**config.mk**
```make
export PLATFORM = sky130hd
export DESIGN_NAME = di_host_seq
export DESIGN_NICKNAME = d
export VERILOG_FILES = /design/src/rtl/di_host_seq.sv
export SDC_FILE = /design/constraint.sdc
export NUM_CORES = 1
export LEC_CHECK = 0
export CORE_ASPECT_RATIO = 0.7
export CORE_UTILIZATION = 27
export CTS_CLUSTER_SIZE = 30
export DETAILED_ROUTE_END_ITERATION = 10
export PLACE_DENSITY = 0.62
export SYNTH_ARGS = -nofsm -noshare
export SYNTH_HDL_FRONTEND = slang
export SYNTH_SLANG_ARGS = --single-unit
```
**constraint.sdc**
```tcl
create_clock -name di_clk -period 4.7 [get_ports di_clk]
set_input_delay 0.94 -clock di_clk [delete_from_list [all_inputs] [get_ports di_clk]]
set_output_delay 0.94 -clock di_clk [all_outputs]
set_load 0.05 [all_outputs]
```
**src/rtl/di_host_seq.sv**
```systemverilog
// di_host_seq: DI-bus initiator that runs one register read/write per accepted command.
// Optional macro DI_HOST_TIMEOUT_EN adds a TIMEOUT_CYCLES abort on the rdy waits.
module di_host_seq #(
   parameter int unsigned SETUP_CYCLES = 1
`ifdef DI_HOST_TIMEOUT_EN
   ,
   parameter int unsigned TIMEOUT_CYCLES = 1024
`endif
) (
   input  logic        di_clk,
   input  logic        resetb,
   input  logic        cmd_valid,
   output logic        cmd_ready,
   input  logic        cmd_write,
   input  logic [15:0] cmd_term,
   input  logic [31:0] cmd_addr,
   input  logic [31:0] cmd_data,
   output logic        rsp_valid,
   input  logic        rsp_ready,
   output logic [31:0] rsp_data,
   output logic [1:0]  rsp_status,
   output logic [15:0] di_term_addr,
   output logic [31:0] di_reg_addr,
   output logic [31:0] di_reg_datai,
   output logic        di_write_mode,
   output logic        di_write,
   output logic        di_read_mode,
   output logic        di_read_req,
   output logic        di_read,
   input  logic        di_write_rdy,
   input  logic        di_read_rdy,
   input  logic [31:0] di_reg_datao,
   input  logic [15:0] di_transfer_status,
   input  logic        di_en
);

   typedef enum logic [2:0] {
      S_IDLE, S_SETUP, S_WR_WAIT, S_RD_REQ, S_RD_WAIT, S_DONE
   } state_t;

   localparam logic [1:0] ST_OK      = 2'd0;
   localparam logic [1:0] ST_NO_TERM = 2'd1;
   localparam logic [1:0] ST_XFER    = 2'd2;
`ifdef DI_HOST_TIMEOUT_EN
   localparam logic [1:0] ST_TMO     = 2'd3;
   localparam logic [15:0] TMO_LAST  = 16'(TIMEOUT_CYCLES - 1);
`endif

   // A setup length of 0 would let the strobe race the address change.
   localparam int unsigned SETUP_N = (SETUP_CYCLES < 1) ? 1 : SETUP_CYCLES;
   localparam int          SCW     = $clog2(SETUP_N + 1);
   localparam logic [SCW-1:0] SETUP_LAST = SCW'(SETUP_N - 1);

   state_t          state_q, state_d;
   logic            wr_q, wr_d;
   logic [15:0]     term_q, term_d;
   logic [31:0]     addr_q, addr_d;
   logic [31:0]     wdata_q, wdata_d;
   logic [31:0]     rdata_q, rdata_d;
   logic [1:0]      status_q, status_d;
   logic [SCW-1:0]  setup_cnt_q, setup_cnt_d;
`ifdef DI_HOST_TIMEOUT_EN
   logic [15:0]     tmo_q, tmo_d;
`endif

   always_ff @(posedge di_clk or negedge resetb) begin
      if (!resetb) begin
         state_q     <= S_IDLE;
         wr_q        <= 1'b0;
         term_q      <= '0;
         addr_q      <= '0;
         wdata_q     <= '0;
         rdata_q     <= '0;
         status_q    <= ST_OK;
         setup_cnt_q <= '0;
`ifdef DI_HOST_TIMEOUT_EN
         tmo_q       <= '0;
`endif
      end else begin
         state_q     <= state_d;
         wr_q        <= wr_d;
         term_q      <= term_d;
         addr_q      <= addr_d;
         wdata_q     <= wdata_d;
         rdata_q     <= rdata_d;
         status_q    <= status_d;
         setup_cnt_q <= setup_cnt_d;
`ifdef DI_HOST_TIMEOUT_EN
         tmo_q       <= tmo_d;
`endif
      end
   end

   always_comb begin
      state_d     = state_q;
      wr_d        = wr_q;
      term_d      = term_q;
      addr_d      = addr_q;
      wdata_d     = wdata_q;
      rdata_d     = rdata_q;
      status_d    = status_q;
      setup_cnt_d = setup_cnt_q;
`ifdef DI_HOST_TIMEOUT_EN
      tmo_d       = tmo_q;
`endif
      di_write    = 1'b0;
      di_read_req = 1'b0;
      di_read     = 1'b0;

      case (state_q)
         S_IDLE: begin
            if (cmd_valid) begin
               wr_d        = cmd_write;
               term_d      = cmd_term;
               addr_d      = cmd_addr;
               wdata_d     = cmd_data;
               rdata_d     = '0;
               status_d    = ST_OK;
               setup_cnt_d = '0;
               state_d     = S_SETUP;
            end
         end
         S_SETUP: begin
            if (setup_cnt_q == SETUP_LAST) begin
`ifdef DI_HOST_TIMEOUT_EN
               tmo_d = '0;
`endif
               if (!di_en) begin
                  status_d = ST_NO_TERM;
                  state_d  = S_DONE;
               end else begin
                  state_d = wr_q ? S_WR_WAIT : S_RD_REQ;
               end
            end else begin
               setup_cnt_d = setup_cnt_q + 1'b1;
            end
         end
         S_WR_WAIT: begin
            if (di_write_rdy) begin
               di_write = 1'b1;
               status_d = (|di_transfer_status) ? ST_XFER : ST_OK;
               state_d  = S_DONE;
            end
`ifdef DI_HOST_TIMEOUT_EN
            else if (tmo_q == TMO_LAST) begin
               status_d = ST_TMO;
               state_d  = S_DONE;
            end else begin
               tmo_d = tmo_q + 16'd1;
            end
`endif
         end
         S_RD_REQ: begin
            di_read_req = 1'b1;
`ifdef DI_HOST_TIMEOUT_EN
            tmo_d = '0;
`endif
            state_d = S_RD_WAIT;
         end
         S_RD_WAIT: begin
            if (di_read_rdy) begin
               di_read  = 1'b1;
               rdata_d  = di_reg_datao;
               status_d = (|di_transfer_status) ? ST_XFER : ST_OK;
               state_d  = S_DONE;
            end
`ifdef DI_HOST_TIMEOUT_EN
            else if (tmo_q == TMO_LAST) begin
               status_d = ST_TMO;
               state_d  = S_DONE;
            end else begin
               tmo_d = tmo_q + 16'd1;
            end
`endif
         end
         S_DONE: begin
            if (rsp_ready) state_d = S_IDLE;
         end
         default: state_d = S_IDLE;
      endcase
   end

   // Modes follow the state so they fall the same cycle DONE is entered.
   assign di_write_mode = wr_q & ((state_q == S_SETUP) | (state_q == S_WR_WAIT));
   assign di_read_mode  = ~wr_q & ((state_q == S_SETUP) | (state_q == S_RD_REQ) |
                                   (state_q == S_RD_WAIT));
   assign cmd_ready     = (state_q == S_IDLE);
   assign rsp_valid     = (state_q == S_DONE);
   assign rsp_data      = rdata_q;
   assign rsp_status    = status_q;
   assign di_term_addr  = term_q;
   assign di_reg_addr   = addr_q;
   assign di_reg_datai  = wdata_q;

endmodule
```
Word level (Yosys, flattened, before mapping)
Index checks and enable logic that the tools add are counted.
{ "classes": {"n_mux": 26, "eq_ne": 11, "n_addsub": 1, "n_bitwise": 6, "n_reduce_logical": 10} }
{ "op_table": {"columns": ["operator", "count"], "rows": [
  ["$mux 32", 2],
  ["$pmux 32 s2", 1],
  ["$mux 3", 6],
  ["$pmux 3 s6", 1],
  ["$reduce_or 16->1", 1],
  ["$mux 2", 6],
  ["$ne 2x2->1 const B", 5],
  ["$mux 1", 8],
  ["$pmux 2 s4", 1],
  ["$eq 3x2->1 const B", 2],
  ["$eq 3x3->1 const B", 2],
  ["$reduce_and 6->1", 1],
  ["$reduce_and 5->1", 1],
  ["$reduce_and 2->1", 2],
  ["$reduce_bool 2->1", 2],
  ["$reduce_bool 4->1", 1],
  ["$eq 3x1->1 const B", 1],
  ["$logic_not 3->1", 1],
  ["$or 1x1->1", 3],
  ["$reduce_and 3->1", 1],
  ["$and 1x1->1", 2],
  ["$ne 2x1->1 const B", 1],
  ["$pmux 1 s2", 1],
  ["$add 1x1->1 const B", 1],
  ["$not 1->1", 1]
]} }
{ "totals": {"wordCells": 62, "register_bits": 119, "inputBits": 136, "out_inout_bits": 121} }

Longest topological paths before layout
{ "depth": {"word_depth": 4, "ltp_mapped": 7, "ltp_nobuf": 4} }

Least setup slack after synthesis
OpenSTA, ideal clock, no wires.
{ "synth_timing": {"path_type": "input to output", "startpoint": "input di_write_rdy", "endpoint": "output di_write", "arrival_ps": 2046, "path_stages": 2, "path_buffers": 0, "required_time_ps": 3760, "slack_ps": 1714, "cell_sequence": "nand2_1 -> nor3_1"} }
{ "synth_via": {"elab_chain_len": 2} }
{ "synth_lines": {"columns": ["item", "line_no", "rtl"], "rows": [
  ["start, declared", "30", "input logic di_write_rdy,"],
  ["$mux 1", "139", "if (di_write_rdy) begin"],
  ["$mux 1", "110", "case (state_q)"],
  ["end, declared", "26", "output logic di_write,"]
]} }
No other way between the ends.

Worst setup path in the final report
{ "layout_timing": {"startpoint": "register state_q[2]", "endpoint": "output di_read_mode"} }
{ "layout_via": {"elab_chain_len": 4, "word_cells_on_any_way": 6, "cone_classes": "3 x eq/ne; 3 x bitwise"} }
{ "layout_lines": {"columns": ["item", "line_no", "rtl"], "rows": [
  ["start, declared", "54", "state_t state_q, state_d;"],
  ["start signal, assigned", "80", "state_q <= state_d;"],
  ["$eq 3x1->1 / $eq 3x2->1 (equally long branches)", "185", "assign di_read_mode = ~wr_q & ((state_q == S_SETUP) | (state_q == S_RD_REQ) |"],
  ["$or 1x1->1", "185", null],
  ["$or 1x1->1 (*)", "185", null],
  ["$and 1x1->1 (*)", "185", null],
  ["end, declared", "27", "output logic di_read_mode,"]
]} }
Every way passes the cells marked *; elsewhere a longest branch is shown, timed or not.

==> metrics.md <==
| Metric | Value |
|---|---|
| Run status | finished clean |
| Initial antenna violation count | 0 |
| Worst r2r path cells | 6 |
| Yosys top cell area share | roughly 63% |
| Final net count | between 700 and 800 |
| Hold path start | rsp_data[7] |
| Fillers | 1532 |
| RSZ-0062 raised after global routing | false |
| GPL Wtd Cong | 0.8391 |
| Post-Syn Area per Cell | roughly 13 µm² |
| Area leader, netlist | dfrtp_1 |
| Post-synth cell types | 29 |
| Drt wl/cell | ~15 µm |
| Worst path max stage delay | about 0.81 ns |
| Core ar. | 17120 µm² |
| Sink Count | 118 |
| FF-to-FF End | rsp_data[17] |
| WP data required | between 3 and 4 ns |
| Fin crit period | around 3.6 ns |
| # rows | 40 |
| DIE AREA | about 18000 µm² |
| Leakage power | roughly 3.3 nW |
| Fmax | about 0.27 GHz |
| Largest net degree at the start of global routing | between 50 and 60 |
| Crit Path Class | flip-flop to primary output |
| # port buffers | 256 |
| Worst Hold Class | flip-flop to flip-flop |
| Pre-antenna DRT Iters | 4 |
| Syn Inst Count | approximately 360 |
| Clock transition at the registers of the reported paths | ~0.050 ns |
| Hold_buf cts | 0 |
| Post-Syn Nets | 499 |
| Ys async rst share | 100.0% |
| I/O Pins | approximately 260 |
| Vias in the first global route | approximately 4k |
| Max-cap violations | 0 |
| Final Cell Area | 8112 µm² |
| CTS max path bufs | 2 |
| Placed Area | 7488 µm² |
| Timing startpoint of the critical path | state_q[2] |
| Post-detail-place hpwl | 9.515 mm |
| R2R Setup Slk | 2.10 ns |
| Critical Path Source Type | flip-flop |
| Die X | between 150 and 200 µm |
| Crit-path max FO | 35 |
| Slowest cell on the critical path | clkdlybuf4s50_1 |
| Antenna-violating nets left | 0 |
| Clock Latency Late Sink | ~0.40 ns |
| TritonCTS clock tree | yes |
| Hold Path Cell Cnt | 2 |
| Post-synthesis sequential area ratio | between 60% and 70% |
| Synth-to-layout area growth | 71.96% |
| Inserted Diodes | 0 |
| Vias per std cell | roughly 4.3 |
| Slew HR | 20.35% |
| Worst r2r src | state_q[0] |
| Vias post-DR | approximately 3.7k |
| Postcts setup bufs | 0 |
| EDFF count, synth | 0 |
| CP arrival | 2.70 ns |
| Layout cells sized above 1 | 19.69% |
| Initial DRC count | approximately 170 |
| Starting Density | between 20% and 30% |
| Peak supply drop | about 0.48 mV |
| Max-slew violations | 0 |
| # DRC | 0 |
| Worst Max-Slew Pin Slew | around 1.2 ns |
| Top post-synthesis cells by area | dfrtp_1 (63%), mux2_2 (20%), nand2_1 (5.3%) |
| Ratio of final minimum period to clock period | ~77% |
| Synth warnings | 0 |
| Ys flop type | dfrtp_1 |
| Final setup fails | 0 |
| Top-count cell post-synth | dfrtp_1 |
| Drt total wl | around 13 mm |
| CP Cell Sequence | nor3b_4, buf_4, inv_1, a21oi_1, clkdlybuf4s50_1 |
| First-pass GRT wire length | 21.17 mm |
| End of the critical path | di_read_mode |
| Die height | approximately 110 µm |
| Num CTS Buffers | 17 |
| Layout Skew | 0.009711 ns |
| Post-route setup TNS | 0 ns |
| Final Hold Fails | 0 |
| Remaining global-route overflow | 0 |
| Crit end category | primary output |
| Cell Pwr Density | approximately 800 nW/µm² |
| H-Tree Depth | 4 |
| Synthesis-stage register bit count | 118 |
| Number of gates resized after CTS | 0 |
| Gr usage total | roughly 15% |
| CTS Root Buffer Type | clkbuf_16 |
| Post-Syn Area | 4717 µm² |
| Post-synth top cells | dfrtp_1 (118), mux2_2 (82), nand2_1 (67) |
layer usage:
layer	wire [µm]	up-vias	global-route usage [%]
li1	-	1768	-
met1	5672	1783	18.58
met2	5969	157	23.30
met3	1118	13	6.541
met4	204	0	5.968
met5	0	-	0
where the power goes:
group / leakage, nW / total, mW / switching [mW] / internal (mW)
sequential: 1.46 / 1.72 / 0.275 / 1.44
combinational: 1.53 / 3.46 / 2.17 / 1.28
clock: 0.300 / 1.35 / 0.453 / 0.901
through the flow:
step	utilization (%)	power, mW	worst slack (ns)	hold slack, ns	std cells
after floorplan	-	4.019	1.714	0.5188	363
after global placement	43.75	5.156	1.252	0.4637	834
after detailed placement	43.75	5.211	1.243	0.4759	834
after CTS	47.39	6.610	1.032	0.4884	866
after global routing	47.39	6.847	0.9053	0.5138	866
final	47.39	6.529	1.058	0.4829	866
registers in the layout, indices dropped and copies added (netlist names):
register	flops
di_reg_addr	32
di_reg_datai	32
di_term_addr	16
rsp_data	32
rsp_status	2
state_q	3
wr_q	1
worst min-delay path by stage:
stage | to | slack (ns)
CTS | rsp_data[7] | 0.49
detailed placement | rsp_data[7] | 0.48
global placement | rsp_data[2] | 0.46
floorplan | wr_q | 0.52
global route | rsp_data[0] | 0.51
finish | rsp_data[7] | 0.48
area by class of cell:
type	count	area, µm²	area share, %
clock buffers	20	446.7	5.507
multi-input cells	218	1623	20.01
inverters	5	18.77	0.2314
repair buffers	262	2605	32.11
flip-flops and latches	118	2953	36.40
well taps	231	289.0	3.563
clock inverters	12	176.4	2.175
worst max-delay path, delay by kind of cell (launching register included):
| kind | cells | cell delay, ns |
|---|---|---|
| AND/OR/NAND/NOR | 1 | 0.26 |
| AO/OA/AOI/OAI | 1 | 0.14 |
| flip-flops | 1 | 0.64 |
| buffers and inverters | 3 | 1.26 |
cell usage in the layout (no fill, tap or decap), types with 4 or more instances in the layout:
cell type	synthesis	routed
nor4_1	4	4
nand2_1	67	67
buf_4	9	7
a21oi_1	5	5
dfrtp_1	118	118
o21ai_1	28	28
bufinv_16	0	4
clkbuf_16	0	17
clkdlybuf4s50_1	0	255
inv_1	5	5
mux2_2	82	82
o21ai_0	7	7
cell families (layout without fill, tap and decap cells):
group | count (synthesis) | count (layout) | share of synthesized area, %
DFF | 118 | 118 | 62.60
AOI/OAI and AO/OA | 44 | 44 | 5.199
muxes | 84 | 84 | 20.11
xor gates and xnor gates | 2 | 2 | 0.3714
and+or+nand+nor | 88 | 88 | 8.541
buffers and inverters | 27 | 299 | 3.183
Power figures use the tool's default switching activity.
